File: src/rtl/rtype_instr_encoder_if.sv
// Request and instruction-memory write channels of the R-type instruction encoder.
// Latency: none (signal bundle only).
// Backpressure: req_ready throttles the producer; imem_wready stalls the memory write.
//
// Ports (slave = encoder view):
//   req_valid/req_ready  request handshake
//   req_op/rd/rs1/rs2    ALU op and register indices
//   req_last             final request of a program
//   imem_we/imem_wready  memory write handshake
//   imem_waddr/wdata     byte address and encoded instruction
interface rtype_instr_encoder_if;
    logic        req_valid;
    logic        req_ready;
    logic [3:0]  req_op;
    logic [4:0]  req_rd;
    logic [4:0]  req_rs1;
    logic [4:0]  req_rs2;
    logic        req_last;
    logic        imem_we;
    logic        imem_wready;
    logic [31:0] imem_waddr;
    logic [31:0] imem_wdata;

    // Producer of requests and consumer (memory) of the writes.
    modport master (
        output req_valid, req_op, req_rd, req_rs1, req_rs2, req_last, imem_wready,
        input  req_ready, imem_we, imem_waddr, imem_wdata
    );

    // The encoder itself.
    modport slave (
        input  req_valid, req_op, req_rd, req_rs1, req_rs2, req_last, imem_wready,
        output req_ready, imem_we, imem_waddr, imem_wdata
    );
endinterface

File: src/rtl/rtype_instr_encoder.sv
// Encodes ALU-op requests into RV32I R-type words and writes them to consecutive imem addresses.
// Latency: request accepted at edge k -> imem_we with its word from edge k+1; 1 word/cycle sustained.
// Backpressure: imem_wready=0 holds the write stable; FIFO fills and req_ready drops when full.
//
// Ports: clk, rst_n (async active-low), clear (sync flush), bus (rtype_instr_encoder_if.slave),
//        done (one-cycle end-of-program pulse), err (sticky illegal-op flag), instr_count (words written).
// Optional feature: define RTYPE_ENC_ILLEGAL_CHECK_EN to drop illegal ops and flag them on err;
// otherwise every op is encoded as-is and err is tied low.
module rtype_instr_encoder #(
    parameter int          DEPTH     = 4,
    parameter logic [31:0] BASE_ADDR = 32'h0000_0000
) (
    input  logic                        clk,
    input  logic                        rst_n,
    input  logic                        clear,
    rtype_instr_encoder_if.slave        bus,
    output logic                        done,
    output logic                        err,
    output logic [15:0]                 instr_count
);

    typedef struct packed {
        logic [3:0] op;
        logic [4:0] rd;
        logic [4:0] rs1;
        logic [4:0] rs2;
    } req_t;

    localparam logic [1:0] ST_IDLE  = 2'd0;
    localparam logic [1:0] ST_RUN   = 2'd1;
    localparam logic [1:0] ST_DRAIN = 2'd2;
    localparam logic [1:0] ST_DONE  = 2'd3;

    function automatic logic [31:0] encode(input req_t r);
        return {1'b0, r.op[3], 5'b0, r.rs2, r.rs1, r.op[2:0], r.rd, 7'b0110011};
    endfunction

    logic [1:0]  state;
    req_t        req_in;
    req_t        head;
    logic        fifo_full;
    logic        fifo_empty;
    logic        push;
    logic        pop;
    logic        load;
    logic        head_legal;
    logic        out_vld;
    logic [31:0] addr_q;
    logic [31:0] data_q;
    logic [15:0] count_q;
    logic        wr_fire;
    logic        out_free;

    assign req_in = '{op: bus.req_op, rd: bus.req_rd, rs1: bus.req_rs1, rs2: bus.req_rs2};

    assign bus.req_ready  = ((state == ST_IDLE) || (state == ST_RUN)) && !fifo_full;
    assign push           = bus.req_valid && bus.req_ready && !clear;

    assign wr_fire        = out_vld && bus.imem_wready;
    // The output register can take a new word if it is empty or being written this cycle.
    assign out_free       = !out_vld || wr_fire;

`ifdef RTYPE_ENC_ILLEGAL_CHECK_EN
    assign head_legal = !head.op[3] || (head.op[2:0] == 3'b000) || (head.op[2:0] == 3'b101);
`else
    assign head_legal = 1'b1;
`endif

    // Illegal entries are popped without waiting for the output register, so they never
    // occupy a write slot or advance the address.
    assign pop  = !fifo_empty && (out_free || !head_legal);
    assign load = pop && head_legal;

    rtype_enc_fifo #(
        .W     ($bits(req_t)),
        .DEPTH (DEPTH)
    ) u_fifo (
        .clk   (clk),
        .rst_n (rst_n),
        .clear (clear),
        .push  (push),
        .din   (req_in),
        .pop   (pop),
        .dout  (head),
        .full  (fifo_full),
        .empty (fifo_empty)
    );

    // Output register, address and write counter.
    always_ff @(posedge clk or negedge rst_n) begin
        if (!rst_n) begin
            out_vld <= 1'b0;
            data_q  <= 32'h0;
            addr_q  <= BASE_ADDR;
            count_q <= 16'h0;
        end else if (clear) begin
            out_vld <= 1'b0;
            data_q  <= 32'h0;
            addr_q  <= BASE_ADDR;
            count_q <= 16'h0;
        end else begin
            if (wr_fire) begin
                addr_q  <= addr_q + 32'd4;
                count_q <= count_q + 16'd1;
            end
            if (load) begin
                out_vld <= 1'b1;
                data_q  <= encode(head);
            end else if (wr_fire) begin
                out_vld <= 1'b0;
            end
        end
    end

    // Program sequencing. Once the last request is accepted no further requests enter,
    // so the program is finished when both the FIFO and the output register run dry.
    always_ff @(posedge clk or negedge rst_n) begin
        if (!rst_n) begin
            state <= ST_IDLE;
        end else if (clear) begin
            state <= ST_IDLE;
        end else begin
            case (state)
                ST_IDLE: begin
                    if (push) state <= bus.req_last ? ST_DRAIN : ST_RUN;
                end
                ST_RUN: begin
                    if (push && bus.req_last) state <= ST_DRAIN;
                end
                ST_DRAIN: begin
                    if (fifo_empty && out_free) state <= ST_DONE;
                end
                default: state <= ST_IDLE;
            endcase
        end
    end

`ifdef RTYPE_ENC_ILLEGAL_CHECK_EN
    logic err_q;
    always_ff @(posedge clk or negedge rst_n) begin
        if (!rst_n) begin
            err_q <= 1'b0;
        end else if (clear) begin
            err_q <= 1'b0;
        end else if (pop && !head_legal) begin
            err_q <= 1'b1;
        end
    end
    assign err = err_q;
`else
    assign err = 1'b0;
`endif

    assign bus.imem_we    = out_vld;
    assign bus.imem_waddr = addr_q;
    assign bus.imem_wdata = data_q;
    assign done           = (state == ST_DONE);
    assign instr_count    = count_q;

endmodule

// Generic synchronous FIFO with registered pointers and a fall-through-free read port.
// Latency: an entry pushed at edge k is visible on dout after edge k.
// Backpressure: push is ignored while full (even if a pop happens that cycle); pop ignored while empty.
module rtype_enc_fifo #(
    parameter int W     = 8,
    parameter int DEPTH = 4
) (
    input  logic         clk,
    input  logic         rst_n,
    input  logic         clear,
    input  logic         push,
    input  logic [W-1:0] din,
    input  logic         pop,
    output logic [W-1:0] dout,
    output logic         full,
    output logic         empty
);
    localparam int            AW       = (DEPTH > 1) ? $clog2(DEPTH) : 1;
    localparam logic [AW:0]   FULL_CNT = (AW + 1)'(DEPTH);

    logic [W-1:0]  mem [DEPTH];
    logic [AW-1:0] wptr;
    logic [AW-1:0] rptr;
    logic [AW:0]   cnt;
    logic          do_push;
    logic          do_pop;

    assign full    = (cnt == FULL_CNT);
    assign empty   = (cnt == '0);
    assign do_push = push && !full;
    assign do_pop  = pop && !empty;
    assign dout    = mem[rptr];

    always_ff @(posedge clk) begin
        if (do_push && !clear) mem[wptr] <= din;
    end

    // DEPTH is a power of two, so the pointers wrap naturally.
    always_ff @(posedge clk or negedge rst_n) begin
        if (!rst_n) begin
            wptr <= '0;
            rptr <= '0;
            cnt  <= '0;
        end else if (clear) begin
            wptr <= '0;
            rptr <= '0;
            cnt  <= '0;
        end else begin
            if (do_push) wptr <= wptr + 1'b1;
            if (do_pop)  rptr <= rptr + 1'b1;
            case ({do_push, do_pop})
                2'b10:   cnt <= cnt + 1'b1;
                2'b01:   cnt <= cnt - 1'b1;
                default: cnt <= cnt;
            endcase
        end
    end
endmodule
File: src/flat_wrapper.sv
// flat-port wrapper written by rule: the top's interface ports become plain ports
module rtype_instr_encoder_flat 
#(
    parameter int          DEPTH     = 4,
    parameter logic [31:0] BASE_ADDR = 32'h0000_0000
)
  (clk, rst_n, clear, done, err, instr_count, bus_req_valid, bus_req_op, bus_req_rd, bus_req_rs1, bus_req_rs2, bus_req_last, bus_imem_wready, bus_req_ready, bus_imem_we, bus_imem_waddr, bus_imem_wdata);
  rtype_instr_encoder_if bus_i ();
  input  logic clk;
  input  logic rst_n;
  input  logic clear;
  output logic done;
  output logic err;
  output logic [15:0] instr_count;
  input wire logic [$bits(bus_i.req_valid)-1:0] bus_req_valid;
  input wire logic [$bits(bus_i.req_op)-1:0] bus_req_op;
  input wire logic [$bits(bus_i.req_rd)-1:0] bus_req_rd;
  input wire logic [$bits(bus_i.req_rs1)-1:0] bus_req_rs1;
  input wire logic [$bits(bus_i.req_rs2)-1:0] bus_req_rs2;
  input wire logic [$bits(bus_i.req_last)-1:0] bus_req_last;
  input wire logic [$bits(bus_i.imem_wready)-1:0] bus_imem_wready;
  output wire logic [$bits(bus_i.req_ready)-1:0] bus_req_ready;
  output wire logic [$bits(bus_i.imem_we)-1:0] bus_imem_we;
  output wire logic [$bits(bus_i.imem_waddr)-1:0] bus_imem_waddr;
  output wire logic [$bits(bus_i.imem_wdata)-1:0] bus_imem_wdata;
  assign bus_i.req_valid = bus_req_valid;
  assign bus_i.req_op = bus_req_op;
  assign bus_i.req_rd = bus_req_rd;
  assign bus_i.req_rs1 = bus_req_rs1;
  assign bus_i.req_rs2 = bus_req_rs2;
  assign bus_i.req_last = bus_req_last;
  assign bus_i.imem_wready = bus_imem_wready;
  assign bus_req_ready = bus_i.req_ready;
  assign bus_imem_we = bus_i.imem_we;
  assign bus_imem_waddr = bus_i.imem_waddr;
  assign bus_imem_wdata = bus_i.imem_wdata;
  rtype_instr_encoder #(.DEPTH(DEPTH), .BASE_ADDR(BASE_ADDR)) u_core (.clk(clk), .rst_n(rst_n), .clear(clear), .bus(bus_i), .done(done), .err(err), .instr_count(instr_count));
endmodule
File: config.mk
export PLATFORM = sky130hd
export DESIGN_NAME = rtype_instr_encoder_flat
export DESIGN_NICKNAME = d
export VERILOG_FILES = /design/src/rtl/rtype_instr_encoder_if.sv /design/src/rtl/rtype_instr_encoder.sv /design/src/flat_wrapper.sv
export SDC_FILE = /design/constraint.sdc
export NUM_CORES = 1
export LEC_CHECK = 0
export ABC_AREA = 1
export BUFFER_PORTS_ARGS = -buffer_cell sky130_fd_sc_hd__buf_2
export CAP_MARGIN = 20
export CORE_AREA = 2 2 124 126
export DETAILED_ROUTE_END_ITERATION = 16
export DIE_AREA = 0 0 126 128
export PLACE_DENSITY = 0.68
export SETUP_SLACK_MARGIN = 0.4
export SLEW_MARGIN = 20
export SYNTH_ARGS = -nofsm -noshare
export SYNTH_HDL_FRONTEND = slang
export SYNTH_SLANG_ARGS = --single-unit
File: constraint.sdc
create_clock -name clk -period 6.7 [get_ports clk]
set_input_delay 0.67 -clock clk [delete_from_list [all_inputs] [get_ports clk]]
set_output_delay 0.67 -clock clk [all_outputs]
set_load 0.05 [all_outputs]
# Word-level counts from Yosys, hierarchy flattened
# Memory sizes are Yosys's and may differ from the RTL's.
# Index checks and enable logic that the tools add are counted.
# op_classes
add_sub_neg,6
n_eq_ne,9
n_reduce_logical,25
mux,23
# ops
op,count
$mux 32,4
$add 32x3->32 const B,1
$mux 16,2
$mux 2,9
$add 16x1->16 const B,1
$logic_and 1x1->1,10
$reduce_bool 2->1,4
$eq 2x2->1 const B,3
$ne 3x2->1 const B,2
$pmux 2 s3,1
$pmux 3 s2,1
$reduce_bool 3->1,2
$mux 1,5
$add 2x1->2 const B,2
$eq 2x1->1 const B,2
$logic_not 1->1,4
$add 3x1->3 const B,1
$eq 3x3->1 const B,1
$logic_not 3->1,1
$mux 3,1
$ne 3x3->1 const B,1
$reduce_and 3->1,1
$sub 3x1->3 const B,1
$logic_not 2->1,1
$logic_or 1x1->1,2
# totals
inputBits,25
memories,1
output_inout_bits,84
reg_bits,90
ram_bits,76
word_cells,72
# memory_table
memory,words,word_bits,rd,rd_ports_with_merged_regs,wr,line_no,rtl
u_core.u_fifo.mem,4,19,1,0,1,rtype_instr_encoder.sv:182,logic [W-1:0] mem [DEPTH];

# Longest topological paths before layout
# Gate-level depths: netlist (run 1).
# logic_depth
word_depth,9
depth_mapped,14
ltp_nobuf,14

# By module
# A second synthesis (run 1) with hierarchy kept.
# hier_totals
hier_cells,748
hier_area_um2,7049.3
# modules_own_cells
module,n_inst,cells_each,seq_area_each_um2,area_each_um2
rtype_instr_encoder,1,494,1726.7,3684.8
rtype_enc_fifo,1,254,2457.4,3364.5

# Worst setup path before layout (run 1)
# OpenSTA, ideal clock, no wires.
# synth_timing
path_kind,flip-flop to flip-flop
from,reg u_core.state[1]
to,mem u_core.u_fifo.mem[0][0] (netlist bit) (enable)
setup_ns,0.395
required_ns,6.305
t_arrival_ns,2.385
stages_incl_launch_ff,7
synth_period_minus_slack_ns,2.779
n_path_buf,0
setup_slack_ns,3.921
cell_sequence,dfrtp_1 inv_1 ha_1 nor2_1 a21oi_2 nand2_2 nor2_1
# synth_between
elab_chain_cells,9
word_cells_on_any_way,10
cone_classes,eq/ne: 1; mux: 2; reduce/logical: 7
# synth_rtl
element,line_no,rtl
"start, declared",rtype_instr_encoder.sv:38,logic [1:0] state;
"start signal, assigned",rtype_instr_encoder.sv:125,if (push) state <= bus.req_last ? ST_DRAIN : ST_RUN;
$eq 2x1->1 or $logic_not 2->1 (tied branches),rtype_instr_encoder.sv:56,assign bus.req_ready = ((state == ST_IDLE) || (state == ST_RUN)) && !fifo_full;
$logic_or 1x1->1 *,rtype_instr_encoder.sv:56,
$logic_and 1x1->1 *,rtype_instr_encoder.sv:56,
named net bus_req_ready,flat_wrapper.sv:22,output wire logic [$bits(bus_i.req_ready)-1:0] bus_req_ready;
$logic_and 1x1->1 * (2 in a row),rtype_instr_encoder.sv:57,assign push = bus.req_valid && bus.req_ready && !clear;
$logic_and 1x1->1 *,rtype_instr_encoder.sv:191,assign do_push = push && !full;
$logic_and 1x1->1 *,rtype_instr_encoder.sv:196,if (do_push && !clear) mem[wptr] <= din;
$mux 1 *,rtype_instr_encoder.sv:196,
$mux 1 (not written as such) *,rtype_instr_encoder.sv:196,
"end, declared",rtype_instr_encoder.sv:182,
# The timed path passes the listed nets; every way through them passes the cells marked *.

# Worst setup path in the final report (run 1)
# layout_timing
from,reg u_core.u_fifo.cnt[0]
to,reg u_core.u_fifo.cnt[2]
# layout_between
elab_chain_cells,9
word_cells_on_any_way,17
cone_classes,add/sub: 2; eq/ne: 3; mux: 2; reduce/logical: 10
# layout_rtl
element,line_no,rtl
"start, declared",rtype_instr_encoder.sv:185,logic [AW:0] cnt;
"start signal, assigned",rtype_instr_encoder.sv:213,2'b10: cnt <= cnt + 1'b1;
"start signal, assigned",rtype_instr_encoder.sv:214,2'b01: cnt <= cnt - 1'b1;
"start signal, assigned",rtype_instr_encoder.sv:215,default: cnt <= cnt;
$eq 3x3->1,rtype_instr_encoder.sv:189,assign full = (cnt == FULL_CNT);
$logic_not 1->1,"rtype_instr_encoder.sv:56, rtype_instr_encoder.sv:191",
$logic_and 1x1->1,rtype_instr_encoder.sv:56,
$logic_and 1x1->1 (2 in a row),rtype_instr_encoder.sv:57,
$logic_and 1x1->1,rtype_instr_encoder.sv:191,
$eq 2x1->1 or $eq 2x2->1 (tied branches),rtype_instr_encoder.sv:212,"case ({do_push, do_pop})"
$pmux 3 s2,rtype_instr_encoder.sv:212,
$mux 3,rtype_instr_encoder.sv:205,end else if (clear) begin
# Several ways; a longest one is shown, not always the timed one.
# A chain may end at the register's enable or synchronous reset.

==> results of run 1 <==
critical path, stage by stage (launching register included):
cell,delay [ps]
dfrtp_1,430
nor2_1,260
nand2_1,100
nand2_2,410
inv_1,160
nand2_2,120
inv_2,60
fa_1,370
xnor2_1,200
inv_1,60
nand2_1,60
nand2_1,50
nand2_1,50
nand2_1,50
path summary, 6_finish.rpt:
| path | end | slack [ps] | cells after the start |
|---|---|---|---|
| setup / recovery | u_core.u_fifo.cnt[2] | 4200 | 13 |
| hold reg to reg | u_core.bus.imem_wdata[7] | 510 | 2 |
| max in group asynchronous | u_core.bus.imem_wdata[21] | 5920 | 1 |
| setup reg to reg | u_core.u_fifo.cnt[2] | 4200 | 13 |
| hold / removal | u_core.instr_count[10] | 260 | 1 |
| min in group clk | u_core.u_fifo.mem[2][13] | 450 | 1 |
flip-flops by register name, summed over array words and instances (netlist names):
name,count
u_core.state,2
u_core.bus.imem_waddr,30
u_core.u_fifo.cnt,3
u_core.u_fifo.rptr,2
u_core.instr_count,16
u_core.bus.imem_we,1
u_core.u_fifo.mem,76
u_core.bus.imem_wdata,20
u_core.u_fifo.wptr,2
power by group through the flow:
| stage | combinational, µW | sequential [µW] | clock [µW] |
|---|---|---|---|
| after floorplan | 500 | 1420 | 0 |
| after global placement | 911 | 1210 | 0 |
| after detailed placement | 920 | 1210 | 0 |
| after CTS | 923 | 1200 | 913 |
| after global routing | 1000 | 1210 | 958 |
| final | 912 | 1200 | 892 |
logic make-up after synthesis:
logic type      Yosys count  share of synthesized area
compound gates          112                     0.0859
xor+xnor                  3                    0.00369
fa+ha+maj                11                     0.0204
buf+inv                 112                     0.0710
flops                   152                      0.588
other cells               1                   0.000527
simple gates            380                      0.231
layout by cell type, fill, tap and decap left out, types with 2 or more instances in the layout:
| cell | synthesis | final |
|---|---|---|
| inv_1 | 68 | 67 |
| clkinv_2 | 0 | 2 |
| nand4_1 | 17 | 17 |
| nand2_2 | 7 | 7 |
| inv_6 | 0 | 7 |
| nor2_4 | 4 | 4 |
| inv_8 | 0 | 2 |
| inv_2 | 3 | 4 |
| nor3_1 | 8 | 8 |
| xor2_1 | 2 | 2 |
| dfrtp_1 | 76 | 76 |
| nor2_1 | 114 | 114 |
| buf_2 | 8 | 95 |
| buf_4 | 16 | 6 |
| nand2_1 | 164 | 164 |
| edfxtp_1 | 76 | 76 |
| clkbuf_16 | 0 | 17 |
| ha_1 | 10 | 10 |
| a21oi_1 | 23 | 23 |
| o22ai_1 | 19 | 19 |
| nand3_1 | 55 | 55 |
| nor2_2 | 6 | 6 |
| conb_1 | 1 | 12 |
| nand3b_1 | 2 | 2 |
| o21ai_0 | 63 | 63 |
per-layer routing:
| layer | up-vias | global-route usage | wire [µm] |
|---|---|---|---|
| li1 | 2726 | - | - |
| met1 | 2574 | 0.264 | 7050 |
| met2 | 139 | 0.331 | 7440 |
| met3 | 17 | 0.0467 | 767 |
| met4 | 0 | 0.0679 | 192 |
| met5 | - | 0 | 0 |
stage by stage:
stage	setup slack, ps	hold WS, ps	utilization
after floorplan	3920	374	-
after global placement	4120	500	0.517
after detailed placement	4060	498	0.517
after CTS	4170	436	0.554
after global routing	3910	310	0.555
final	4200	259	0.555
Yosys cell counts (all sizes together):
master / n
conb: 1
o21ai: 64
buf: 29
nand4: 17
inv: 71
a21oi: 25
edfxtp: 76
a211oi: 1
nor3: 9
ha: 10
nand2: 172
xnor2: 1
nand3b: 2
nand3: 56
a31oi: 1
o221a: 1
o22ai: 19
fa: 1
xor2: 2
nor2: 124
o21bai: 1
dfrtp: 76
clkbuf: 12
layout make-up:
class | instances | area share
clock buffer | 19 | 0.0537
clock inverter | 13 | 0.0134
inverter | 71 | 0.0323
multi-input combinational | 518 | 0.300
sequential | 152 | 0.508
tap | 188 | 0.0285
timing repair buffer | 102 | 0.0645
==> run_results.csv, run 1 <==
group,metric,value,unit
outcome,run_status,"finished clean",
clock_network,cts_made_buffers,17,
logic_synthesis,avgSynthCellArea,9.24,µm²
sta,tns,0,ps
setup_path,critPathArrivalTime,2820,ps
pwr,ir_drop,204,µV
setup_path,cp.required,7010,ps
setup_path,cp-start-kind,"flop",
pwr,p_switching,1180,µW
pwr,pwr-share-comb,0.304,
finish,drive_gt1_frac,0.183,
clock_network,cts_tree,"done",
sta,hold_viol_final,0,
sta,clock.fmax,399,MHz
place,place_congestion,0.812,
floorplan,die_area,0.0161,mm²
clock_network,insertion_delay,430,ps
finish,synthToLayoutAreaGrowth,15.8,%
sta,drv_slew,0,
floorplan,die_w,126,µm
clock_network,clk_pin_slew,60,ps
logic_synthesis,yosysSeqAreaShare,0.588,
clock_network,root_buffer,"clkbuf_16",
logic_synthesis,synth_top_cell_by_area,"edfxtp_1",
floorplan,die_h,128,µm
grt,grt_max_degree,77,
finish,multiInputGateArea,0.00247,mm²
setup_path,crit_start,"u_core.u_fifo.cnt[0]",
drt,vias,5456,
pwr,finalPower,3000,µW
drt,wire_per_inst,14.5,µm
pwr,seq_power_share,0.399,
finish,fill_cells,1356,
drt,vias_per_cell,5.13,
run,drv_cap,0,
setup_path,critPathKind,"flop to flop",
floorplan,top_level_ports,109,
floorplan,std_cell_rows,45,
logic_synthesis,synth_top_area_frac,0.321,
floorplan,initial_core_util,0.479,
sta,skew,10.6,ps
place,io_buffers,96,
drt,drc,0,
pwr,clkPwrFrac,0.297,
place,place_hpwl,9880,µm
sta,slew-limit-headroom,0.387,
sta,rsz0062_at_grt,"false",
pwr,power_density,364,mW/mm²
pwr,p_leak,0.00368,µW
setup_path,timing.rr.start,"u_core.u_fifo.cnt[0]",
finish,seq_area,0.00418,mm²
logic_synthesis,ys_types,36,
grt,grt_pass1_wl,25500,µm
finish,finalNonFillerCells,1063,
drt,firstDrtPassIters,5,
grt,first_global_vias,5125,
logic_synthesis,synth_area_leaders,"edfxtp_1 (32%), dfrtp_1 (27%), nand2_1 (8.6%), nor2_1 (6.0%), o21ai_0 (4.4%)",
sta,min_period,2500,ps
drt,drt_first_iter_violations,366,
clock_network,htree_num_levels,4,
drt,drt_wl_total,15500,µm
place,place_inst,1031,
setup_path,crit_fanout,24,
place,place_area,0.00769,mm²
drt,ant_nets,0,
finish,n_antenna_cell,0,
logic_synthesis,syn-cell-area,0.00712,mm²
grt,grt_overflow,0,
logic_synthesis,yosys_warnings,0,
finish,final_area,0.00824,mm²
sta,period_share,0.374,
logic_synthesis,synthCells,771,
clock_network,clockBufferDepth,2,
clock_network,cts_sinks,152,
finish,nets,898,
logic_synthesis,ys_ff_latch,152,
grt,gr-usage-all-layers,0.201,
clock_network,cts_setup_buffers,0,
clock_network,post_cts_resized,0,
floorplan,fp.coreArea,0.0149,mm²
grt,grt_antenna_before_repair,0,
setup_path,critPathCaptureType,"flop",
sta,setup_viol,0,
sta,worst_pin_slew,918,ps
pwr,swShare,0.394,
pwr,p_int,1820,µW
clock_network,cts_hold_buf,0,
worst_hold_path,min-delay-path-class,"primary input to asynchronous set/reset pin",
(Power assumes the default switching activity.)
==> run 2: changes to the inputs <==
Settings changed: PLACE_DENSITY 0.68 to 0.71.
Clock period 6.7 ns to 2.1 ns, I/O delays scaled along.
==> run 2 against run 1 <==
Flip-flop and latch count is the same; global-route usage increased by 1.6 points; clock skew down 1.8 ps; cell area is 8.9% higher.
==> run_results.csv, run 2 (synthesis results as in run 1) <==
group,metric,value,unit
setup_path,rr_endpoint,"u_core.u_fifo.cnt[2]",
sta,skew,8.74,ps
setup_path,crit_start,"u_core.state[0]",
setup_path,slowest_delay,440,ps
sta,setup_viol,0,
sta,period_share,0.915,
grt,grt_max_degree,67,
drt,drt_wl_total,16900,µm
finish,drive_gt1_frac,0.230,
grt,grt_pass1_wl,27700,µm
worst_hold_path,whs_path_depth,1,
place,io_buffers,96,
finish,mostFrequentLayoutCell,"nand2_1",
sta,hold_viol_final,0,
pwr,ir_drop,1010,µV
drt,drt_first_iter_violations,445,
place,place_congestion,0.818,
clock_network,insertion_delay,430,ps
setup_path,critPathKind,"flop to flop",
clock_network,cts_sinks,152,
finish,final_area,0.00898,mm²
clock_network,root_buffer,"clkbuf_16",
finish,n_antenna_cell,0,
place,place_area,0.00789,mm²
drt,wire_per_inst,15.2,µm
setup_path,critPathCaptureType,"flop",
sta,rsz0062_at_grt,"true",
pwr,p_leak,0.00397,µW
pwr,power_density,1160,mW/mm²
setup_path,critPathArrivalTime,2250,ps
worst_hold_path,min-delay-path-class,"primary input to flop",
finish,largest_register,"u_core.u_fifo.mem",
finish,finalNonFillerCells,1111,
clock_network,clk_pin_slew,70,ps
run,drv_cap,0,
setup_path,crit_fanout,3,
floorplan,die_area,0.0161,mm²
setup_path,cp.required,2430,ps
sta,drv_slew,0,
finish,final_util,0.604,
sta,worst_pin_slew,944,ps
finish,mostFrequentLayoutCells,"nand2_1 (163), nor2_1 (108), buf_2 (94)",
sta,clock.fmax,520,MHz
place,place_hpwl,10200,µm
grt,grt_overflow,0,
drt,drc,0,
clock_network,cts_made_buffers,17,
finish,nets,946,
place,place_inst,1040,
drt,ant_nets,0,
floorplan,die_w,126,µm
finish,largest_reg_flops,76,
floorplan,std_cell_rows,45,
drt,vias,5819,
drt,vias_per_cell,5.24,
floorplan,fp.coreArea,0.0149,mm²
outcome,run_status,"finished clean",
drt,firstDrtPassIters,5,
sta,slew-limit-headroom,0.370,
setup_path,reg2regPathDepth,14,
worst_hold_path,min_from,"bus_req_op[0]",
setup_path,cp-start-kind,"flop",
setup_path,timing.rr.start,"u_core.state[0]",
clock_network,clockBufferDepth,2,
sta,min_period,1920,ps
floorplan,top_level_ports,109,
setup_path,r2r_slack,180,ps
grt,first_global_vias,5688,
setup_path,cp_common_cell,"nand2_1",
clock_network,htree_num_levels,4,
grt,gr-usage-all-layers,0.217,
floorplan,initial_core_util,0.479,
setup_path,crit_chain,"inv_4 -> ha_4 -> nor2_4 -> a21oi_4 -> nand2_4 -> nand2_4 -> inv_4 -> fa_2 -> xnor2_2 -> inv_1 -> nand2_1 -> nand2_1 -> nand2_1 -> nand2_1",
floorplan,die_h,128,µm
setup_path,critPathSlowestCell,"dfrtp_2",
worst_hold_path,worstHoldEndpoint,"u_core.u_fifo.mem[2][15]",
finish,synthToLayoutAreaGrowth,26.1,%
clock_network,cts_tree,"done",
grt,grt_antenna_before_repair,0,
[run 2: cell type report]
class,count,area [µm²]
clock buffers,20,447
clock inverters,12,118
fillers,1241,5890
inverters,71,272
multi-input cells,518,2600
flip-flops and latches,152,4190
well taps,188,235
repair buffers,150,1120
[run 2: worst max-delay path by stage]
stage	endpoint	slack [ps]	cells past startpoint
6_report	u_core.u_fifo.cnt[2]	180	14
5_1_grt	u_core.u_fifo.cnt[2]	40	14
4_1_cts	u_core.u_fifo.cnt[2]	160	14
3_5_place_dp	u_core.u_fifo.cnt[2]	90	14
3_3_place_gp	u_core.u_fifo.cnt[2]	150	14
2_1_floorplan	u_core.u_fifo.cnt[2]	-150	14
[run 2: power breakdown]
group          leakage, µW  internal, µW  switching (µW)
Sequential         0.00172          3530             229
Combinational      0.00199          1170            2520
Clock             0.000266          1680            1270
[run 2: metal layers]
layer  global-route usage  share of wire  vias to the layer above
met4               0.0957          0.021                        0
met3               0.0476          0.053                       31
met2                0.367           0.50                      178
met5                    0              0                        -
met1                0.270           0.43                     2789
li1                     -              -                     2821
[run 2: timing repair]
action,in CTS,in global routing
resized for setup,7,13
setup endpoints to repair,99,113
hold buffers,16,0
hold endpoints to repair,93,0
cloned,4,0
pin swaps,6,7
buffers inserted,12,7
[run 2: metrics by stage]
stage / setup TNS (ps) / hold WS, ps / setup slack (ps) / total power, µW
after floorplan: -7390 / -85.6 / -149 / 6240
after global placement: 0 / 244 / 153 / 7010
after detailed placement: 0 / 247 / 87.5 / 7060
after CTS: 0 / 0.521 / 157 / 10300
after global routing: 0 / 5.45 / 42.4 / 10900
final: 0 / 6.59 / 179 / 10400
[run 2: critical path, delay by kind of cell (launching register included)]
family	cells	cell delay [ps]
flops	1	440
compound gates	1	140
buf+inv	3	170
fa+ha+maj	2	490
xor+xnor	1	150
simple gates	7	410
==> run 3: changes to the inputs <==
Settings changed: CORE_AREA 2 2 124 126 to 2 2 137 139, DIE_AREA 0 0 126 128 to 0 0 139 141, PLACE_DENSITY 0.71 to 0.6.
==> run 3 against run 2 <==
Total power increased by 2.5%; count of clock-buffer cells in the layout decreased by 3; register-to-register slack gained 40 ps; global-route usage fell by 3.7 points; critical endpoint is now u_core.u_fifo.mem[0][9]; largest power group unchanged; via count decreased by 1.7%; cell area up 1.2%; critical path depth decreased by 5; non-clock buffer count shrank 2; sequential share of layout area fell by 0.53 points.
==> run_results.csv, run 3 (synthesis results as in run 1) <==
group,metric,value,unit
outcome,run_status,"finished clean",
finish,largest_register,"u_core.u_fifo.mem",
finish,synthToLayoutAreaGrowth,27.5,%
floorplan,die_h,141,µm
floorplan,die_w,139,µm
setup_path,critPathArrivalTime,2020,ps
setup_path,critPathCaptureType,"flop",
drt,firstDrtPassIters,5,
sta,hold_viol_final,0,
run,drv_cap,0,
setup_path,critPathSlowestCell,"dfrtp_1",
sta,whs,22.5,ps
clock_network,insertion_delay,430,ps
worst_hold_path,min_from,"bus_req_rd[2]",
place,place_area,0.00797,mm²
setup_path,timing.rr.start,"u_core.state[1]",
setup_path,r2r_slack,220,ps
clock_network,cts_tree,"done",
clock_network,cts_made_buffers,17,
finish,drive_gt1_frac,0.238,
finish,largest_reg_flops,76,
sta,setup_viol,0,
place,place_hpwl,10700,µm
grt,grt_max_degree,67,
finish,n_antenna_cell,0,
setup_path,slowest_delay,400,ps
grt,grt_overflow,0,
setup_path,crit_fanout,8,
sta,drv_slew,0,
drt,wire_per_inst,15.3,µm
worst_hold_path,worstHoldEndpoint,"u_core.u_fifo.mem[0][12]",
finish,nets,945,
floorplan,std_cell_rows,50,
drt,ant_nets,0,
setup_path,critPathKind,"flop to flop",
clock_network,cts_sinks,152,
setup_path,critPathTopFamily,"buffers and inverters",
sta,min_period,1880,ps
drt,drt_first_iter_violations,331,
finish,mostFrequentLayoutCells,"nand2_1 (162), nor2_1 (106), buf_2 (94)",
worst_hold_path,whs_path_depth,1,
clock_network,clockBufferDepth,2,
grt,first_global_vias,5522,
setup_path,crit_start,"u_core.state[1]",
sta,rsz0062_at_grt,"true",
drt,drt_wl_total,17700,µm
setup_path,reg2regPathDepth,9,
sta,clock.fmax,532,MHz
clock_network,htree_num_levels,4,
floorplan,die_area,0.0196,mm²
drt,drc,0,
worst_hold_path,min-delay-path-class,"primary input to flop",
sta,skew,11.1,ps
sta,worst_pin_slew,790,ps
setup_path,cp-start-kind,"flop",
pwr,power_density,1170,mW/mm²
pwr,p_leak,0.00399,µW
finish,final_area,0.00908,mm²
place,place_congestion,0.810,
pwr,ir_drop,946,µV
drt,vias,5720,
place,io_buffers,96,
clock_network,root_buffer,"clkbuf_16",
drt,vias_per_cell,4.95,
grt,grt_antenna_before_repair,0,
floorplan,fp.coreArea,0.0183,mm²
setup_path,crit_chain,"inv_2 -> ha_4 -> nor2_4 -> a21oi_4 -> nand2_4 -> buf_4 -> buf_8 -> nor2_4 -> clkbuf_16",
setup_path,path_buf_inv,4,
grt,grt_pass1_wl,28200,µm
setup_path,rr_endpoint,"u_core.u_fifo.mem[0][9]",
setup_path,cp_common_cell,"nor2_4",
floorplan,initial_core_util,0.390,
sta,period_share,0.895,
grt,gr-usage-all-layers,0.181,
clock_network,clk_pin_slew,70,ps
sta,slew-limit-headroom,0.473,
setup_path,cp.required,2240,ps
floorplan,top_level_ports,109,
finish,mostFrequentLayoutCell,"nand2_1",
-- run 3: timing repair --
item                       4_1_cts  5_1_grt
buffers inserted                 9        6
hold endpoints to repair        89        0
cloned                           2        4
pin swaps                        5        9
setup endpoints to repair       99      117
gates resized for setup          8       19
hold buffers                    15        0
-- run 3: final cells by class --
cell class | instances | area, µm²
Tap cell | 234 | 293
Fill cell | 1733 | 9190
Multi-Input combinational cell | 519 | 2620
Clock buffer | 17 | 425
Clock inverter | 15 | 198
Timing Repair Buffer | 148 | 1080
Inverter | 71 | 272
Sequential cell | 152 | 4190
-- run 3: worst max-delay path by stage --
stage	end	slack, ps	depth (start not counted)
after floorplan	u_core.u_fifo.cnt[2]	-150	14
after global placement	u_core.u_fifo.cnt[2]	170	14
after detailed placement	u_core.u_fifo.cnt[2]	130	14
after CTS	u_core.u_fifo.cnt[2]	200	14
after global routing	u_core.u_fifo.cnt[2]	140	14
final	u_core.u_fifo.mem[0][9]	220	9
-- run 3: metal layers --
| metal | routed length (µm) | track usage | vias to the layer above |
|---|---|---|---|
| met5 | 0 | 0 | - |
| met4 | 175 | 0.0478 | 0 |
| met3 | 680 | 0.0340 | 14 |
| met2 | 8810 | 0.313 | 130 |
| met1 | 8060 | 0.234 | 2746 |
| li1 | - | - | 2830 |
-- run 3: where the power goes --
group          internal [µW]  switching, µW  leakage (µW)
combinational           1120           2530       0.00197
sequential              3530            223       0.00172
clock                   1830           1410      0.000305
total                   6480           4170       0.00399
-- run 3: through the flow --
step	setup WS (ps)	TNS [ps]	total power (µW)	util	std cells
after floorplan	-149	-7390	6240	-	782
after global placement	167	0	7090	0.436	1088
after detailed placement	126	0	7120	0.436	1088
after CTS	204	0	10600	0.487	1146
after global routing	139	0	11200	0.497	1156
final	221	0	10700	0.497	1156
-- run 3: worst reg2reg max path, stage by stage (launching register included) --
cell and delay [ps]:
dfrtp_1 400, inv_2 110, ha_4 160, nor2_4 40, a21oi_4 130, nand2_4 70, buf_4 150, buf_8 140
nor2_4 200, clkbuf_16 200
